### config.mk
export PLATFORM = sky130hd
export DESIGN_NAME = acc_alu_flat
export DESIGN_NICKNAME = d
export VERILOG_FILES = /design/src/rtl/acc_alu_if.sv /design/src/rtl/acc_alu.sv /design/src/flat_wrapper.sv
export SDC_FILE = /design/constraint.sdc
export NUM_CORES = 1
export LEC_CHECK = 0
export BUFFER_PORTS_ARGS = -buffer_cell sky130_fd_sc_hd__buf_2
export CORE_MARGIN = 10
export CORE_UTILIZATION = 40
export DETAILED_ROUTE_END_ITERATION = 10
export SKIP_CTS_REPAIR_TIMING = 1
export SLEW_MARGIN = 25
export SYNTH_ARGS = -nofsm -noshare
export SYNTH_HDL_FRONTEND = slang
export SYNTH_SLANG_ARGS = --single-unit
### constraint.sdc
create_clock -name clk -period 3.2 [get_ports clk]
set_input_delay 0.8 -clock clk [delete_from_list [all_inputs] [get_ports clk]]
set_output_delay 0.8 -clock clk [all_outputs]
set_load 0.02 [all_outputs]
### src/rtl/acc_alu_if.sv
// acc_alu_if: op handshake, clamp loop and status bus between the sequencer and the accumulator stage.
interface acc_alu_if #(parameter int DATA_W = 11);
  logic                     op_valid;
  logic                     op_ready;
  logic [2:0]               op_code;
  logic signed [DATA_W-1:0] operand;
  logic signed [DATA_W:0]   raw_out;
  logic signed [DATA_W-1:0] sat_in;
  logic signed [DATA_W-1:0] acc;
  logic signed [DATA_W-1:0] bak;
  logic                     done;
  logic                     flag_z;
  logic                     flag_n;
  logic                     sat_flag;
  modport slave (
    input  op_valid, op_code, operand, sat_in,
    output op_ready, raw_out, acc, bak, done, flag_z, flag_n, sat_flag
  );
  modport master (
    output op_valid, op_code, operand, sat_in,
    input  op_ready, raw_out, acc, bak, done, flag_z, flag_n, sat_flag
  );
endinterface

### src/rtl/acc_alu.sv
// acc_alu: TIS-100 ACC/BAK stage; forms an unclamped raw result and writes the clamped return into ACC.
// Optional sticky saturation flag enabled by defining ACC_SAT_FLAG_EN.
module acc_alu #(
  parameter int                       DATA_W    = 11,
  parameter logic signed [DATA_W-1:0] ACC_RESET = '0
) (
  input logic      clk,
  input logic      rst_n,
  acc_alu_if.slave bus
);
  localparam logic [0:0] S_IDLE = 1'b0;
  localparam logic [0:0] S_EXEC = 1'b1;
  localparam logic [2:0] OP_NOP = 3'd0;
  localparam logic [2:0] OP_MOV = 3'd1;
  localparam logic [2:0] OP_ADD = 3'd2;
  localparam logic [2:0] OP_SUB = 3'd3;
  localparam logic [2:0] OP_NEG = 3'd4;
  localparam logic [2:0] OP_SWP = 3'd5;
  localparam logic [2:0] OP_SAV = 3'd6;
  logic [0:0]               r_state;
  logic [2:0]               r_op;
  logic signed [DATA_W:0]   r_raw;
  logic signed [DATA_W-1:0] r_acc;
  logic signed [DATA_W-1:0] r_bak;
  logic                     r_done;
  logic signed [DATA_W:0]   w_acc_x;
  logic signed [DATA_W:0]   w_opd_x;
  logic signed [DATA_W:0]   w_raw;
  logic                     w_arith;
  assign w_acc_x = {r_acc[DATA_W-1], r_acc};
  assign w_opd_x = {bus.operand[DATA_W-1], bus.operand};
  always_comb begin
    w_raw = bus.op_code == OP_MOV ? w_opd_x :
            bus.op_code == OP_ADD ? w_acc_x + w_opd_x :
            bus.op_code == OP_SUB ? w_acc_x - w_opd_x :
            bus.op_code == OP_NEG ? -w_acc_x : w_acc_x;
  end
  assign w_arith = r_op inside {OP_MOV, OP_ADD, OP_SUB, OP_NEG};
  always_ff @(posedge clk or negedge rst_n) begin
    if (!rst_n) begin
      r_state <= S_IDLE;
      r_op    <= OP_NOP;
      r_raw   <= '0;
      r_acc   <= ACC_RESET;
      r_bak   <= ACC_RESET;
      r_done  <= 1'b0;
    end else begin
      r_done <= r_state == S_EXEC;
      if (r_state == S_IDLE && bus.op_valid) begin
        r_state <= S_EXEC;
        r_op    <= bus.op_code;
        r_raw   <= w_raw;
      end else if (r_state == S_EXEC) begin
        r_state <= S_IDLE;
        r_acc   <= w_arith ? bus.sat_in : (r_op == OP_SWP ? r_bak : r_acc);
        r_bak   <= (r_op == OP_SWP || r_op == OP_SAV) ? r_acc : r_bak;
      end
    end
  end
`ifdef ACC_SAT_FLAG_EN
  localparam logic signed [DATA_W:0] LIM = (DATA_W+1)'(999);
  logic r_sat;
  logic w_sat_hit;
  // Clamp disagreement or an out-of-range raw value both count as saturation.
  assign w_sat_hit = bus.sat_in != r_raw[DATA_W-1:0] || r_raw > LIM || r_raw < -LIM;
  always_ff @(posedge clk or negedge rst_n) begin
    if (!rst_n) r_sat <= 1'b0;
    else if (r_state == S_EXEC && w_arith && w_sat_hit) r_sat <= 1'b1;
  end
  assign bus.sat_flag = r_sat;
`else
  assign bus.sat_flag = 1'b0;
`endif
  assign bus.op_ready = r_state == S_IDLE;
  assign bus.raw_out  = r_raw;
  assign bus.acc      = r_acc;
  assign bus.bak      = r_bak;
  assign bus.done     = r_done;
  assign bus.flag_z   = r_acc == '0;
  assign bus.flag_n   = r_acc[DATA_W-1];
endmodule

### src/flat_wrapper.sv
// flat-port wrapper written by rule: the top's interface ports become plain ports
module acc_alu_flat 
#(
  parameter int                       DATA_W    = 11,
  parameter logic signed [DATA_W-1:0] ACC_RESET = '0
)
  (clk, rst_n, bus_op_valid, bus_op_code, bus_operand, bus_sat_in, bus_op_ready, bus_raw_out, bus_acc, bus_bak, bus_done, bus_flag_z, bus_flag_n, bus_sat_flag);
  acc_alu_if #(.DATA_W(DATA_W)) bus_i ();
  input logic clk;
  input logic rst_n;
  input wire logic [$bits(bus_i.op_valid)-1:0] bus_op_valid;
  input wire logic [$bits(bus_i.op_code)-1:0] bus_op_code;
  input wire logic [$bits(bus_i.operand)-1:0] bus_operand;
  input wire logic [$bits(bus_i.sat_in)-1:0] bus_sat_in;
  output wire logic [$bits(bus_i.op_ready)-1:0] bus_op_ready;
  output wire logic [$bits(bus_i.raw_out)-1:0] bus_raw_out;
  output wire logic [$bits(bus_i.acc)-1:0] bus_acc;
  output wire logic [$bits(bus_i.bak)-1:0] bus_bak;
  output wire logic [$bits(bus_i.done)-1:0] bus_done;
  output wire logic [$bits(bus_i.flag_z)-1:0] bus_flag_z;
  output wire logic [$bits(bus_i.flag_n)-1:0] bus_flag_n;
  output wire logic [$bits(bus_i.sat_flag)-1:0] bus_sat_flag;
  assign bus_i.op_valid = bus_op_valid;
  assign bus_i.op_code = bus_op_code;
  assign bus_i.operand = bus_operand;
  assign bus_i.sat_in = bus_sat_in;
  assign bus_op_ready = bus_i.op_ready;
  assign bus_raw_out = bus_i.raw_out;
  assign bus_acc = bus_i.acc;
  assign bus_bak = bus_i.bak;
  assign bus_done = bus_i.done;
  assign bus_flag_z = bus_i.flag_z;
  assign bus_flag_n = bus_i.flag_n;
  assign bus_sat_flag = bus_i.sat_flag;
  acc_alu #(.DATA_W(DATA_W), .ACC_RESET(ACC_RESET)) u_core (.clk(clk), .rst_n(rst_n), .bus(bus_i));
endmodule
# Yosys cells after proc, flatten, opt, wreduce, memory -nomap -nowiden

Index checks and enable logic that the tools add are counted.

Add/subtract/negate cells: 3
Multipliers: 0
Divide/modulo/power cells: 0
$lt $le $gt $ge: 0
Equality and inequality tests: 10
Shift-type cells: 0
Multiplexer cells: 7
Bitwise operators: 2
Reductions and logical operators: 7

Operators by type and width:

| kind                                                | number |
|---|---|
| 2-to-1 mux 12 bit                                   | 4 |
| 2-to-1 mux 11 bit                                   | 2 |
| adder 11 x 11 -> 12 bit                             | 1 |
| equality test 3 x 2 -> 1 bit, second input constant | 4 |
| equality test 3 bit, second input constant          | 4 |
| negation 11 -> 12 bit                               | 1 |
| subtractor 11 x 11 -> 12 bit                        | 1 |
| zero test 11 bit                                    | 1 |
| equality test 3 x 1 -> 1 bit, second input constant | 2 |
| AND reduction 3 bit                                 | 2 |
| nonzero test 4 bit                                  | 1 |
| NOT 1 bit                                           | 2 |
| nonzero test 2 bit                                  | 1 |
| logical AND 1 bit                                   | 1 |
| logical OR 1 bit                                    | 1 |
| 2-to-1 mux 1 bit                                    | 1 |

Bits in registers: 39
Bits in latches: 0
Memory bits (writable): 0
Memory bits (read-only): 0
Input bits: 28
Output and inout port bits: 39
Memories: 0

# Depth between registers and ports, before layout

Word-level depth: 5
Depth in mapped cells: 10

# Worst setup path before layout

Ideal clock, no wire load.

Path kind: flip-flop to output port
From: register u_core.r_acc[1], in the netlist u_core.bus.acc[1]
To: output port bus_flag_z
Arrival: 2.057 ns
Required time: 2.400 ns
Path slack: 0.343 ns
Cell stages (with the launch flop): 6
Cells stage by stage: dfrtp_1 inv_1 ha_1 or4b_4 or3_4 nor2_1

Cells in the longest elaborated chain, start to end: 1

RTL lines:

| item                     | line               | text |
|---|---|---|
| start: declaration       | acc_alu.sv:23      | `logic signed [DATA_W-1:0] r_acc;` |
| start signal: assignment | acc_alu.sv:55      | `r_acc <= w_arith ? bus.sat_in : (r_op == OP_SWP ? r_bak : r_acc);` |
| zero test 11 bit         | acc_alu.sv:79      | `assign bus.flag_z = r_acc == '0;` |
| end: declaration         | flat_wrapper.sv:20 | `output wire logic [$bits(bus_i.flag_z)-1:0] bus_flag_z;` |

Every way passes these cells.

# Final worst setup path

Ends and elaborated chain as after synthesis.

==> summary.md <==
| Metric | Value |
|---|---|
| CTS Buf Count | 5 |
| Tmin final | 3.06 ns |
| Core Util, Final | 0.481 |
| Syn nets | 456 |
| Core Rows | 32 |
| Routed wl met3 | 800 um |
| Initial DRC count | 236 |
| Die Ht | 110 um |
| Clk Latency, worst-skew pair | 0.30 ns |
| # IOs | 67 |
| Largest net degree at the start of global routing | 40 |
| DP HPWL | 8010 um |
| Drc violations | 0 |
| Synth area leader | dfrtp_1 |
| CTS tree | yes |
| DRT met1 WL | 4470 um |
| Die Area | 12,100 um2 |
| Port-buffer cells | 65 |
| Critical Path RT | 2.40 ns |
| Critical path fanouts, max | 4 |
| Cell count of the worst reg-to-reg path | 7 |
| Startpoint Class | flip-flop |
| Relative slew slack | 0.399 |
| Seq cells post-synth | 39 |
| Clk slew on worst S/H paths | 0.09 ns |
| Nets@finish | 510 |
| Clk_skew | 0.00899 ns |
| First-pass GRT wire length | 16,500 um |
| Vias in the first global route | 3,180 |
| Power Dens Cells | 762 nW/um2 |
| FF-to-FF setup slack | 0.71 ns |
| Clock buffer depth | 2 |
| Slew Limit Fails | 0 |
| Drt wl/cell | 18.4 um |
| CP arrival | 2.26 ns |
| Htree depth | 2 |
| Ant diodes | 0 |
| Synth cell types | 64 |
| Starting Density | 0.417 |
| Post-synthesis sequential area ratio | 0.300 |
| # placed instances | 552 |
| Vias | 3,158 |
| Commonest non-fill, non-tap cell in the layout | buf_2 |
| Top cells by area, synth | dfrtp_1 30%, ha_1 8.8%, o21ai_0 5.5%, nand2_1 5.4%, a21oi_1 4.5% |
| Area Overhead vs Synth | 15.4% |
| Final Setup Violations | 0 |
| Highest routed layer | met4 |
| DRT Wirelength | 10,300 um |
| Setup TNS Final | 0 ns |
| Setup CP Type | flip-flop to primary output |
| Finished Layout Cells | 559 |
| Root Buffer | clkbuf_8 |
| CTS Sinks | 39 |
| Max cap viols | 0 |
| Initial antenna violation count | 0 |
| Worst-Margin Slew | 0.902 ns |
| Final GP Congestion | 0.924 |
| Ys async rst share | 1.00 |
| Yosys warns | 0 |
| Top-area cell type share of the netlist area | 0.300 |
| Post-synth top flop | dfrtp_1 |
| Metal2 WL | 4770 um |
| Hold Crit Class | flip-flop to flip-flop |
| Leak pwr | 1.76 nW |
| Drt pass-1 iters | 4 |
| FILL cells | 796 |
| Hold Vio Cnt, Final | 0 |
| Gr usage total | 0.172 |
| Syn Inst Count | 403 |
| Post-synth EDFFs | 0 |
| Final hold slack | 0.459 ns |
| Gr ovfl total | 0 |
| PnR worst setup slack | 0.136 ns |
| Max Fclk | 326 MHz |
| Antenna viol nets, final | 0 |
| CORE AREA | 7810 um2 |
| Chip width | 110 um |
| Post-Syn Area | 3250 um2 |
| Peak VDD IR | 0.000391 V |
| Layout cell share with drive strength beyond 1 | 0.228 |
| Commonest cells after routing, fill and taps aside | 65 x buf_2, 47 x nand2_1, 39 x dfrtp_1 |
| RSZ-0062 raised after global routing | no |
| Fin crit share | 0.958 |
| Vias/cell | 5.65 |
| Hold depth | 0 |
| Worst slack, placed | 0.318 ns |
| Setup crit end kind | primary output |
| Outcome | complete, no violations |
| Syn Area/Cell | 8.07 um2 |
[power breakdown]
group	switching (mW)	total (mW)	leakage, nW	internal, mW
Clock	0.193	0.343	0.0440	0.150
Sequential	0.159	0.822	0.473	0.663
Combinational	1.04	1.70	1.25	0.660
[worst max-delay path: stages, from the launching register on]
cell     delay (ns)
dfrtp_1        0.38
inv_1          0.17
ha_1           0.24
or4b_4         0.50
or3_4          0.41
nor2_1         0.09
buf_2          0.17
[logic make-up after synthesis]
family / share of synthesized area
AOI/OAI and AO/OA: 0.254
xor gates and xnor gates: 0.0350
adders and majority gates: 0.104
other: 0.00115
buffers and inverters: 0.0727
and+or+nand+nor: 0.186
DFF: 0.300
muxes: 0.0473
[cell usage after synthesis, types with 5 or more instances]
cell / instances
nand2_1: 47
dfrtp_1: 39
o21ai_0: 36
a21oi_1: 29
nor2_1: 28
clkbuf_1: 23
ha_1: 23
inv_1: 23
o22ai_1: 13
mux2_2: 11
nand3_1: 9
nor3_1: 8
nor2b_1: 7
xor2_1: 7
buf_2: 6
xnor2_1: 6
o21bai_1: 5
[metal layers]
layer,track usage,vias up
met5,0,-
met4,0.0541,0
met3,0.0424,15
met2,0.280,92
met1,0.218,1492
li1,-,1559
[worst paths after layout]
check,start,to
setup / recovery,u_core.bus.acc[1],bus_flag_z
hold / removal,u_core.r_state,u_core.bus.done
setup reg to reg,u_core.bus.acc[4],u_core.bus.raw_out[9]
hold reg to reg,u_core.r_state,u_core.bus.done
max in group asynchronous,rst_n,u_core.bus.bak[2]
min in group asynchronous,rst_n,u_core.bus.bak[9]
[registers in the layout, indices dropped and copies added (netlist names)]
register / cells
u_core.bus.acc: 11
u_core.bus.done: 1
u_core.r_op: 3
u_core.bus.raw_out: 12
u_core.bus.bak: 11
u_core.r_state: 1
[area by class of cell]
class / instances / area, um2 / area share
clock buffer: 5 / 68.8 / 0.0183
clock inverter: 2 / 13.8 / 0.00367
inverter: 24 / 90.1 / 0.0240
multi-input combinational: 307 / 2040 / 0.543
sequential: 39 / 976 / 0.260
tap: 102 / 128 / 0.0340
timing repair buffer: 80 / 438 / 0.117
[per-stage QoR]
stage / total power [mW] / instance area, um2
after global placement: 2.52 / 3670
after detailed placement: 2.53 / 3670
after CTS: 2.88 / 3750
final: 2.86 / 3750
after floorplan: 1.98 / 3250
after global routing: 3.10 / 3750
Note: power is estimated with default switching activity, not from simulation.
